### config.mk
export PLATFORM = sky130hd
export DESIGN_NAME = rtlola_event_scheduler
export DESIGN_NICKNAME = d
export VERILOG_FILES = /design/src/rtl/rtlola_event_scheduler.sv
export SDC_FILE = /design/constraint.sdc
export NUM_CORES = 1
export LEC_CHECK = 0
export CORE_MARGIN = 3
export CORE_UTILIZATION = 30
export DETAILED_ROUTE_END_ITERATION = 6
export REMOVE_ABC_BUFFERS = 1
export SLEW_MARGIN = 20
export SYNTH_ARGS = -nofsm -noshare
export SYNTH_HDL_FRONTEND = slang
export SYNTH_SLANG_ARGS = --single-unit
export TNS_END_PERCENT = 20
### constraint.sdc
create_clock -name clk -period 9.9 [get_ports clk]
set_input_delay 1.98 -clock clk [delete_from_list [all_inputs] [get_ports clk]]
set_output_delay 1.98 -clock clk [all_outputs]
set_load 0.02 [all_outputs]
### src/rtl/rtlola_event_scheduler.sv
// rtlola_event_scheduler
// Low-level controller for the RTLola monitor. Stamps input events and
// periodic deadlines with a cycle tag and queues them in a small FIFO. It then
// pops one event at a time and strobes the evaluation layers in order, one
// layer per cycle. When en is low, all state is frozen.
module rtlola_event_scheduler #(
    parameter int DATA_W        = 64,
    parameter int TAG_W         = 64,
    parameter int QDEPTH        = 4,
    parameter int PERIOD_CYCLES = 1000,
    parameter int NUM_LAYERS    = 3
) (
    input  logic                  clk,
    input  logic                  rst,
    input  logic                  en,
    input  logic [DATA_W-1:0]     input_0,
    input  logic                  new_input_0,
    input  logic [DATA_W-1:0]     input_1,
    input  logic                  new_input_1,
    output logic [DATA_W-1:0]     ev_input_0,
    output logic [DATA_W-1:0]     ev_input_1,
    output logic [1:0]            ev_mask,
    output logic                  ev_periodic,
    output logic [TAG_W-1:0]      llc_tag,
    output logic [NUM_LAYERS-1:0] layer_en,
    output logic                  llc_to_pop,
    output logic                  llc_is_valid_event,
    output logic                  q_push_valid,
    output logic                  q_pop_valid,
    output logic                  q_overflow
);

    localparam int PTR_W = (QDEPTH > 1) ? $clog2(QDEPTH) : 1;
    localparam int CNT_W = $clog2(QDEPTH + 1);
    localparam int PER_W = (PERIOD_CYCLES > 1) ? $clog2(PERIOD_CYCLES) : 1;
    localparam int K_W   = (NUM_LAYERS > 1) ? $clog2(NUM_LAYERS) : 1;

    localparam logic [1:0] ST_IDLE = 2'd0;
    localparam logic [1:0] ST_POP  = 2'd1;
    localparam logic [1:0] ST_EVAL = 2'd2;

    typedef struct packed {
        logic [TAG_W-1:0]  tag;
        logic [DATA_W-1:0] v0;
        logic [DATA_W-1:0] v1;
        logic [1:0]        mask;
        logic              periodic;
    } entry_t;

    // Timebase
    logic [TAG_W-1:0] tag_cnt;
    logic [PER_W-1:0] period_cnt;
    logic             period_last;
    logic             deadline;

    // Queue
    entry_t           mem [QDEPTH];
    entry_t           new_entry;
    entry_t           head;
    logic [PTR_W-1:0] wr_ptr;
    logic [PTR_W-1:0] rd_ptr;
    logic [CNT_W-1:0] count;
    logic             capture;
    logic             pop_now;
    logic             push_ok;
    logic             not_full;

    // Sequencer
    logic [1:0]       state;
    logic [K_W-1:0]   layer_idx;
    logic             last_layer;

    assign period_last = (period_cnt == PER_W'(PERIOD_CYCLES - 1));
    assign deadline    = en && period_last;
    assign capture     = en && (new_input_0 || new_input_1 || deadline);
    assign pop_now     = en && (state == ST_POP);
    assign not_full    = (count < CNT_W'(QDEPTH));
    // A pop at the same edge frees the head slot, so a full queue can still
    // take the new entry.
    assign push_ok     = capture && (not_full || pop_now);
    assign head        = mem[rd_ptr];
    assign last_layer  = (layer_idx == K_W'(NUM_LAYERS - 1));

    // Tag counter and period counter advance on every enabled cycle.
    // NOTE: sequential state uses non-blocking (<=) so every register samples
    // pre-edge values regardless of statement order.
    always_ff @(posedge clk or negedge rst) begin
        if (!rst) begin
            tag_cnt    <= '0;
            period_cnt <= '0;
        end else if (en) begin
            tag_cnt    <= tag_cnt + TAG_W'(1);
            period_cnt <= period_last ? '0 : period_cnt + PER_W'(1);
        end
    end

    // Build the candidate queue entry from this cycle's inputs and deadline.
    // NOTE: every field gets a value on every path so no latch is inferred.
    always_comb begin
        new_entry.tag      = tag_cnt;
        new_entry.v0       = new_input_0 ? input_0 : '0;
        new_entry.v1       = new_input_1 ? input_1 : '0;
        new_entry.mask     = {new_input_1, new_input_0};
        new_entry.periodic = deadline;
    end

    // Queue storage: written at the tail on an accepted push.
    // NOTE: the storage array is not reset; pointers and count define which
    // slots are valid, so stale contents are never observed.
    always_ff @(posedge clk) begin
        if (push_ok) begin
            mem[wr_ptr] <= new_entry;
        end
    end

    // Queue pointers, occupancy, push pulse and sticky overflow flag.
    always_ff @(posedge clk or negedge rst) begin
        if (!rst) begin
            wr_ptr       <= '0;
            rd_ptr       <= '0;
            count        <= '0;
            q_push_valid <= 1'b0;
            q_overflow   <= 1'b0;
        end else if (en) begin
            q_push_valid <= push_ok;
            if (capture && !push_ok) begin
                q_overflow <= 1'b1;
            end
            if (push_ok) begin
                wr_ptr <= wr_ptr + PTR_W'(1);
            end
            if (pop_now) begin
                rd_ptr <= rd_ptr + PTR_W'(1);
            end
            case ({push_ok, pop_now})
                2'b10:   count <= count + CNT_W'(1);
                2'b01:   count <= count - CNT_W'(1);
                default: count <= count;
            endcase
        end
    end

    // Sequencer: IDLE -> POP (one cycle) -> EVAL (one cycle per layer) -> IDLE.
    always_ff @(posedge clk or negedge rst) begin
        if (!rst) begin
            state     <= ST_IDLE;
            layer_idx <= '0;
        end else if (en) begin
            case (state)
                ST_IDLE: begin
                    if (count != '0) begin
                        state <= ST_POP;
                    end
                end
                ST_POP: begin
                    state     <= ST_EVAL;
                    layer_idx <= '0;
                end
                ST_EVAL: begin
                    if (last_layer) begin
                        state <= ST_IDLE;
                    end else begin
                        layer_idx <= layer_idx + K_W'(1);
                    end
                end
                default: state <= ST_IDLE;
            endcase
        end
    end

    // Event register: captures the queue head when leaving POP and holds it
    // until the next pop; the valid flag spans the EVAL cycles.
    always_ff @(posedge clk or negedge rst) begin
        if (!rst) begin
            ev_input_0         <= '0;
            ev_input_1         <= '0;
            ev_mask            <= '0;
            ev_periodic        <= 1'b0;
            llc_tag            <= '0;
            llc_is_valid_event <= 1'b0;
        end else if (pop_now) begin
            ev_input_0         <= head.v0;
            ev_input_1         <= head.v1;
            ev_mask            <= head.mask;
            ev_periodic        <= head.periodic;
            llc_tag            <= head.tag;
            llc_is_valid_event <= 1'b1;
        end else if (en && (state == ST_EVAL) && last_layer) begin
            llc_is_valid_event <= 1'b0;
        end
    end

    // Status strobes decoded from the registered sequencer state.
    always_comb begin
        llc_to_pop  = (state == ST_POP);
        q_pop_valid = (state == ST_POP) && (count != '0);
        layer_en    = '0;
        if (state == ST_EVAL) begin
            layer_en = NUM_LAYERS'(1) << layer_idx;
        end
    end

endmodule

---- Yosys cells after proc, flatten, opt, wreduce, memory -nomap -nowiden ----
Memory sizes are Yosys's and may differ from the RTL's. A register that Yosys moved wholly into a read port is not among the register bits.
Index checks and enable logic that the tools add are counted.
word-level totals
  logic and storage cells ................. 67
  memories kept ........................... 1
  register bits after elaboration ......... 88
  bits in writable memories ............... 780
  output and inout port bits .............. 203
  input port bits ......................... 133
operators by class
  reductions and logical operators ........ 24
  add/subtract/negate cells ............... 7
  magnitude comparators ................... 1
  mux-type cells .......................... 14
  eq/ne operators ......................... 9
  shift-type cells ........................ 1
memories
  memory  words  bits a word  rd ports  clocked after memory_dff  wr ports  RTL line  text
  mem     4      195          1         1                         1         57        entry_t mem [QDEPTH];
operator list
  operator                                            number
  two-way mux 64 bit                                  2
  adder 64 x 1 -> 64 bit (second input constant)      1
  adder 10 x 1 -> 10 bit (second input constant)      1
  == test 10 bit (second input constant)              1
  two-way mux 10 bit                                  1
  logical AND 1 bit                                   8
  AND reduction 2 bit                                 4
  adder 2 x 1 -> 2 bit (second input constant)        3
  == test 2 bit (second input constant)               3
  two-way mux 2 bit                                   3
  != test 2 bit (second input constant)               3
  case mux 2 bit (3 select lines)                     1
  case mux 3 bit (2 select lines)                     1
  AND reduction 3 bit                                 2
  nonzero test 2 bit                                  3
  == test 2 x 1 -> 1 bit (second input constant)      2
  two-way mux 1 bit                                   4
  case mux 2 bit (2 select lines)                     1
  adder 3 x 1 -> 3 bit (second input constant)        1
  logical OR 1 bit                                    3
  less-than comparator 3 bit (second input constant)  1
  two-way mux 3 bit                                   1
  nonzero test 3 bit                                  1
  << shifter 1 x 2 -> 3 bit (first input constant)    1
  3 further kinds                                     4

---- Longest topological paths before layout ----
Gate-level depths: netlist of the first run.
  depth after elaboration ................. 8
  depth in mapped cells ................... 12
  gate-level depth less buffers ........... 12

---- Worst setup path after synthesis of the first run ----
OpenSTA, ideal clock, no wires.
  kind .................................... input port to flip-flop
  from .................................... in en
  to ...................................... mem mem[0][0] (netlist name), enable pin
  setup time .............................. 0.579 ns
  buffers on the path ..................... 1
  data required time ...................... 9.321 ns
  arrival time ............................ 7.018 ns
  cell stages on the path ................. 4
  setup slack ............................. 2.303 ns
  cells stage by stage .................... buf_4 -> nand2_1 -> a21oi_2 -> and2_1
on the way
  longest elaborated chain between the ends .. 6
  elaborated cells between the ends (all ways) .. 8
  those cells by class .................... 2 x mux; 6 x reduce/logical
ends and longest elaborated chain
  element                                    RTL line  text
  start: declaration                         15        input logic en,
  logical AND 1 bit                          74        assign deadline = en && period_last;
  logical OR 1 bit                           75        assign capture = en && (new_input_0 || new_input_1 || deadline);
  logical AND 1 bit                          75
  logical AND 1 bit *                        80        assign push_ok = capture && (not_full || pop_now);
  two-way mux 1 bit *                        111       if (push_ok) begin
  two-way mux 1 bit (not written as such) *  112       mem[wr_ptr] <= new_entry;
  end: declaration                           57
Every way passes the cells marked *; elsewhere a longest branch is shown, timed or not.

---- Final worst setup path of the first run ----
  from .................................... in en
  to ...................................... mem mem[2][42] (netlist name), enable pin
The elaborated chain is that of the path after synthesis.

==> results of run 1 <==
## critical path, cell delays in order
cell and delay, ns:
clkdlybuf4s50_1 1.02, o31ai_1 0.25, a21oi_2 0.37, and2_4 0.87, buf_4 0.75
## cells by family (layout without fill, tap and decap cells)
kind of cell | Yosys count | in the layout
AND/OR/NAND/NOR | 904 | 904
buffers and inverters | 121 | 578
AO/OA/AOI/OAI | 14 | 14
adder cells (fa/ha/maj) | 11 | 11
multiplexers | 198 | 198
flip-flops | 1063 | 1063
XOR/XNOR | 76 | 76
## metrics by stage
stage	std cells	hold slack, ns	worst slack, ns	utilization (%)	instance area, um2
after floorplan	2283	0.4686	-0.6897	-	40030
after CTS	4612	0.4767	4.779	36.94	49360
after detailed placement	4414	0.4619	4.040	34.34	45890
after global routing	4612	0.4951	4.585	36.95	49370
final	4612	0.4693	4.837	36.95	49370
after global placement	4414	0.4607	4.117	34.34	45890
## registers in the layout (all words and copies together), names as in the netlist
signal,count
mem,780
ev_input_0,64
ev_input_1,64
llc_tag,64
tag_cnt,64
period_cnt,10
count,3
ev_mask,2
layer_idx,2
rd_ptr,2
state,2
wr_ptr,2
ev_periodic,1
llc_is_valid_event,1
q_overflow,1
q_push_valid,1
## cells in the final DEF, fill, tap and decap left out, types with 21 or more instances in the layout
cell	n
and2_1	131
buf_4	21
clkbuf_1	29
clkbuf_16	107
clkdlybuf4s50_1	332
dfrtp_1	281
edfxtp_1	780
mux4_2	195
nand2_1	625
nand3_1	21
nand4_1	23
nor2_1	35
xnor2_1	35
xor2_1	41
## worst paths after layout
kind | endpoint | slack (ns) | cells after the start
min reg2reg | ev_input_0[63] | 0.47 | 2
min in group asynchronous | ev_input_1[31] | 1.27 | 1
min | ev_input_0[63] | 0.47 | 2
max | mem[2][42] | 4.84 | 5
max in group asynchronous | ev_input_0[60] | 6.95 | 3
max reg2reg | mem[2][42] | 6.01 | 7
## power groups by stage
stage          clock, mW  combinational [mW]  sequential (mW)
2_1_floorplan          0                2.09             6.88
3_3_place_gp           0                3.91             6.26
3_5_place_dp           0                3.91             6.28
4_1_cts             4.08                3.93             6.20
5_1_grt             4.26                4.15             6.28
6_report            3.96                3.80             6.17
## Yosys cell counts (3+ instances only)
cell / count
edfxtp_1: 780
nand2_1: 626
dfrtp_1: 283
mux4_2: 195
and2_1: 135
clkbuf_1: 73
xor2_1: 41
nor2_1: 35
xnor2_1: 35
nand4_1: 23
nand3_1: 21
buf_2: 18
inv_1: 16
nor3_1: 15
buf_1: 11
and3_1: 10
ha_1: 10
nor4_1: 10
nor2b_1: 4
nor3_2: 4
nor4_2: 4
a21o_1: 3
a22o_1: 3
mux2_2: 3
nand4_2: 3
nor4_4: 3
o21ai_0: 3
## metal layers
metal	wire length, um	up-vias	GRT usage [%]
li1	-	9511	-
met1	40130	10790	18.08
met2	45720	488	21.82
met3	5099	121	2.489
met4	2306	0	4.430
met5	0	-	0
## cell type report
class	instances	share of cell area (%)
clock inverter	43	0.8617
timing repair buffer	363	7.349
sequential	1063	61.80
tap	1768	4.481
multi-input combinational	1203	19.19
clock buffer	155	6.173
inverter	17	0.1394
==> metrics.md, run 1 <==
| Metric | Value |
|---|---|
| Share of cells above drive strength 1 | between 10% and 20% |
| Cts hold-fix bufs | 0 |
| Total number of vias | 20910 |
| Setup Fix Bufs, Post-CTS | 0 |
| Mapped Area | just over 40000 um2 |
| Die W | 373.2 um |
| CP endpoint kind | flop |
| Largest family of logic cells by synthesized area | multiplexers |
| Max-slew violation count | 0 |
| Vias in the first global route | 22010 |
| H-tree levels | 3 |
| Yosys Warn Count | 0 |
| Worst-path fanout max | 60 |
| Worst skew pair latency | 0.69 ns |
| Power density cells | about 280 nW/um2 |
| Syn Area/Cell | 16.94 um2 |
| RSZ-0062 raised after global routing | false |
| Leak Pwr | 18.07 nW |
| Vias/cell | 4.533 |
| Max Freq | 0.1975 GHz |
| 1st-pass router iterations | 5 |
| Nets | between 2000 and 3000 |
| Int Power | 9.715 mW |
| Per-cell routed wire length | 20.22 um |
| Root Buffer | clkbuf_16 |
| CTS Buffer Depth | 3 |
| Post-synthesis mux area share | a little over a tenth |
| Gr usage total | between 10% and 20% |
| Sequential power share | 44.3% |
| Seq/Total Area, Yosys | 75.42% |
| Max-Cap Viols | 0 |
| Seq cells post-synth | approximately 1100 |
| Peak VDD IR | 134.0 uV |
| Initial antenna violation count | 4 |
| Logic gate share of total power | 27.3% |
| Die Height | about 370 um |
| Compound-Gate Fraction of Synth Area | less than 1% |
| Initial Util | 30.27% |
| Num Clock Sinks | 1063 |
| Post-layout power | ~14 mW |
| CTS Buf Count | 105 |
| DP HPWL | 57.65 mm |
| Area of the multi-input gates | 9477 um2 |
| Share of the synthesized area in the top cell type | 57.91% |
| Reg2reg start | period_cnt[0] |
| Outcome | finished clean |
| Worst setup SP type | primary input |
| Crit path kind | primary input to flop |
| CP startpoint | en |
| Ys async rst share | a little over a quarter |
| # DRC | 0 |
| Synth area leader | edfxtp_1 |
| HP Class | flop to flop |
| Sw Share | 30.22% |
| Core Area | 133600 um2 |
| Switching power total | 4.207 mW |
| Tcrit/Tclk final | 51.14% |
| Hold path startpoint | ev_input_0[63] |
| Synth Flop Type | edfxtp_1 |
| Largest cells by area after synthesis | edfxtp_1 (58%), dfrtp_1 (18%), mux4_2 (11%) |
| Total gr overflow | 0 |
| Global placer's final weighted congestion | 0.7484 |
| Synth Instances | 2387 |
| Post-DRT Antenna Nets | 0 |
| Synth Area in Simple Gates | 10.18% |
| Minimum clock period | 5.063 ns |
| Final Skew | 0.03261 ns |
| Library cells used by synthesis | 42 |
| Slew @ Worst Pin | 1.002 ns |
| Antenna Diode Count | 0 |
| Setup_tns | 0 ns |
| # resized after CTS | 0 |
| Max_slew headroom | 33.20% |
| I/O Pins | between 300 and 400 |
| Die area | between 100000 and 150000 um2 |
| First-pass GRT wire length | 142.7 mm |
| Final Setup Violations | 0 |
| Clock share of power | 28.4% |
| Synth Area in XOR/XNOR | approximately 1.6% |
| Worst-path clk slew | 0.06 ns |
| Final hold vios | 0 |
| Layout area overhead | 22.06% |
| Filler cells | 12410 |
| Largest net degree at the start of global routing | 137 |
| First DRT Iteration DRCs | 1595 |
| CP required | just over 10 ns |
| # rows | ~130 |
| Register area | 30510 um2 |
| Post-synth EDFFs | 780 |
| Arr. time, crit path | about 5.4 ns |
| IO Port Bufs | 335 |
| TritonCTS clock tree | yes |
| WL final | 93.26 mm |
| Post-Synth Adder-Cell Area | 0.3588% |
Power figures use the tool's default switching activity.
==> inputs of run 2 (changes only) <==
==> constraint.sdc (replaced) <==
create_clock -name clk -period 4.25 [get_ports clk]
set_input_delay 0.85 -clock clk [delete_from_list [all_inputs] [get_ports clk]]
set_output_delay 0.85 -clock clk [all_outputs]
set_load 0.02 [all_outputs]
==> run 2 against run 1 <==
Compared with the run above:
- sequential power rose by 130%
- combinational power rose by 140%
- wire length rose by 0.16%
- die area did not move
- clock-buffer cell count fell by 2
- critical endpoint is now q_pop_valid
- highest routed layer unchanged
==> metrics.md, run 2 (same netlist as run 1, synthesis figures left out) <==
| Metric | Value |
|---|---|
| Outcome | finished clean |
| Setup Fix Bufs, Post-CTS | 0 |
| Cell Chain, Critical Path | nor2b_1 -> nor2b_1 -> clkdlybuf4s50_1 |
| Flop2flop setup slack | between 1 and 1.5 ns |
| TritonCTS clock tree | yes |
| WL final | slightly above 90 mm |
| Num Clock Sinks | 1063 |
| Final hold vios | 0 |
| Per-cell routed wire length | 20.07 um |
| Sw Share | between 30% and 40% |
| Switching power total | between 10 and 15 mW |
| Layout area overhead | 24.16% |
| Final Skew | 0.04954 ns |
| CP startpoint | state[0] |
| Initial antenna violation count | 1 |
| Die Height | 373.2 um |
| Cts hold-fix bufs | 0 |
| CP required | 3.40 ns |
| Final Setup Violations | 0 |
| Die area | around 140000 um2 |
| First-pass GRT wire length | 142.6 mm |
| Slew @ Worst Pin | 0.9955 ns |
| Placed Cells | 4443 |
| Max_slew headroom | between 30% and 40% |
| Minimum clock period | 3.262 ns |
| First DRT Iteration DRCs | 1633 |
| WHS | 0.1322 ns |
| Max Freq | 0.3065 GHz |
| Max reg flops | 780 |
| Worst-path clk slew | around 0.06 ns |
| I/O Pins | 336 |
| Max-Cap Viols | 0 |
| Final core utilization | a little under two fifths |
| Arr. time, crit path | between 2 and 2.5 ns |
| Leak Pwr | 18.44 nW |
| CTS Buffer Depth | 3 |
| Vias in the first global route | 22180 |
| 1st-pass router iterations | 5 |
| Vias/cell | 4.514 |
| Tcrit/Tclk final | 76.76% |
| Most frequent cells in the layout | edfxtp_1 (780), nand2_1 (625), clkdlybuf4s50_1 (332), dfrtp_1 (281), mux4_2 (195) |
| Die W | roughly 370 um |
| RSZ-0062 raised after global routing | false |
| Int Power | 23.28 mW |
| Root Buffer | clkbuf_16 |
| Antenna Diode Count | 0 |
| # resized after CTS | 0 |
| Most frequent CP cell | nor2b_1 |
| Largest stage delay, worst path | 0.64 ns |
| Initial Util | between 30% and 40% |
| Post-DRT Antenna Nets | 0 |
| # rows | 134 |
| Reg2reg start | period_cnt[0] |
| Logic gate share of total power | 27.7% |
| HP Class | primary input to async pin |
| Most flop-heavy register | mem |
| Sequential power share | 42.8% |
| Largest net degree at the start of global routing | about 160 |
| CP endpoint kind | primary output |
| Max-slew violation count | 0 |
| Core Area | 133600 um2 |
| Total gr overflow | 0 |
| H-tree levels | 3 |
| Share of cells above drive strength 1 | 15.67% |
| Crit path kind | flop to primary output |
| Worst skew pair latency | 0.74 ns |
| Clock share of power | between 20% and 30% |
| IO Port Bufs | approximately 340 |
| Slowest cell on crit path | clkdlybuf4s50_1 |
| Gr usage total | 13.40% |
| Worst-path fanout max | 8 |
| Post-Layout Cell Count | 4653 |
| Total number of vias | 21000 |
| Nets | roughly 2900 |
| Power density cells | ~670 nW/um2 |
| CTS Buf Count | 110 |
| DP HPWL | 59.20 mm |
| Global placer's final weighted congestion | 0.7574 |
| Commonest non-fill, non-tap cell in the layout | edfxtp_1 |
| Peak VDD IR | 358.7 uV |
| Worst setup SP type | flop |
| # DRC | 0 |
[run 2: layer usage]
layer | track usage [%] | vias up | wire (um)
met2 | 21.78 | 503 | 45320
met3 | 2.930 | 109 | 5366
met5 | 0 | - | 0
met4 | 4.242 | 0 | 2099
li1 | - | 9579 | -
met1 | 17.96 | 10810 | 40620
[run 2: cell type report]
| class | instances | area [um2] |
|---|---|---|
| repair buffers | 392 | 4164 |
| inverters | 17 | 68.82 |
| flip-flops and latches | 1063 | 30510 |
| multi-input cells | 1203 | 9477 |
| clock inverters | 57 | 666.9 |
| fillers | 12350 | 83410 |
| well taps | 1768 | 2212 |
| clock buffers | 153 | 3118 |
[run 2: final timing paths]
check	endpoint	cells after the start
setup reg to reg	mem[0][192]	8
min in group clk	ev_input_1[20]	2
max in group asynchronous	layer_idx[0]	2
hold reg to reg	ev_input_1[20]	2
hold / removal	ev_input_1[23]	1
setup / recovery	q_pop_valid	3
[run 2: through the flow]
| step | worst slack [ns] | setup TNS (ns) | total power, mW | instance area, um2 |
|---|---|---|---|---|
| after floorplan | -5.303 | -4965.29 | 20.06 | 40030 |
| after global placement | 0.7528 | 0 | 23.95 | 46430 |
| after detailed placement | 0.6825 | 0 | 24.02 | 46430 |
| after CTS | 0.8815 | 0 | 34.03 | 50220 |
| after global routing | 0.8446 | 0 | 35.15 | 50220 |
| final | 0.9878 | 0 | 33.40 | 50220 |
[run 2: power by group through the flow]
stage,clock network (mW),logic (mW),registers [mW]
floorplan,0,4.20,15.9
global placement,0,9.47,14.5
detailed placement,0,9.49,14.5
CTS,10.2,9.53,14.3
global route,10.6,10.0,14.5
finish,9.87,9.24,14.3
[run 2: worst max-delay path, delay by kind of cell, from the launching register on]
family | cells | cell delay (ns)
buf+inv | 1 | 0.64
flops | 1 | 0.47
simple gates | 2 | 0.60
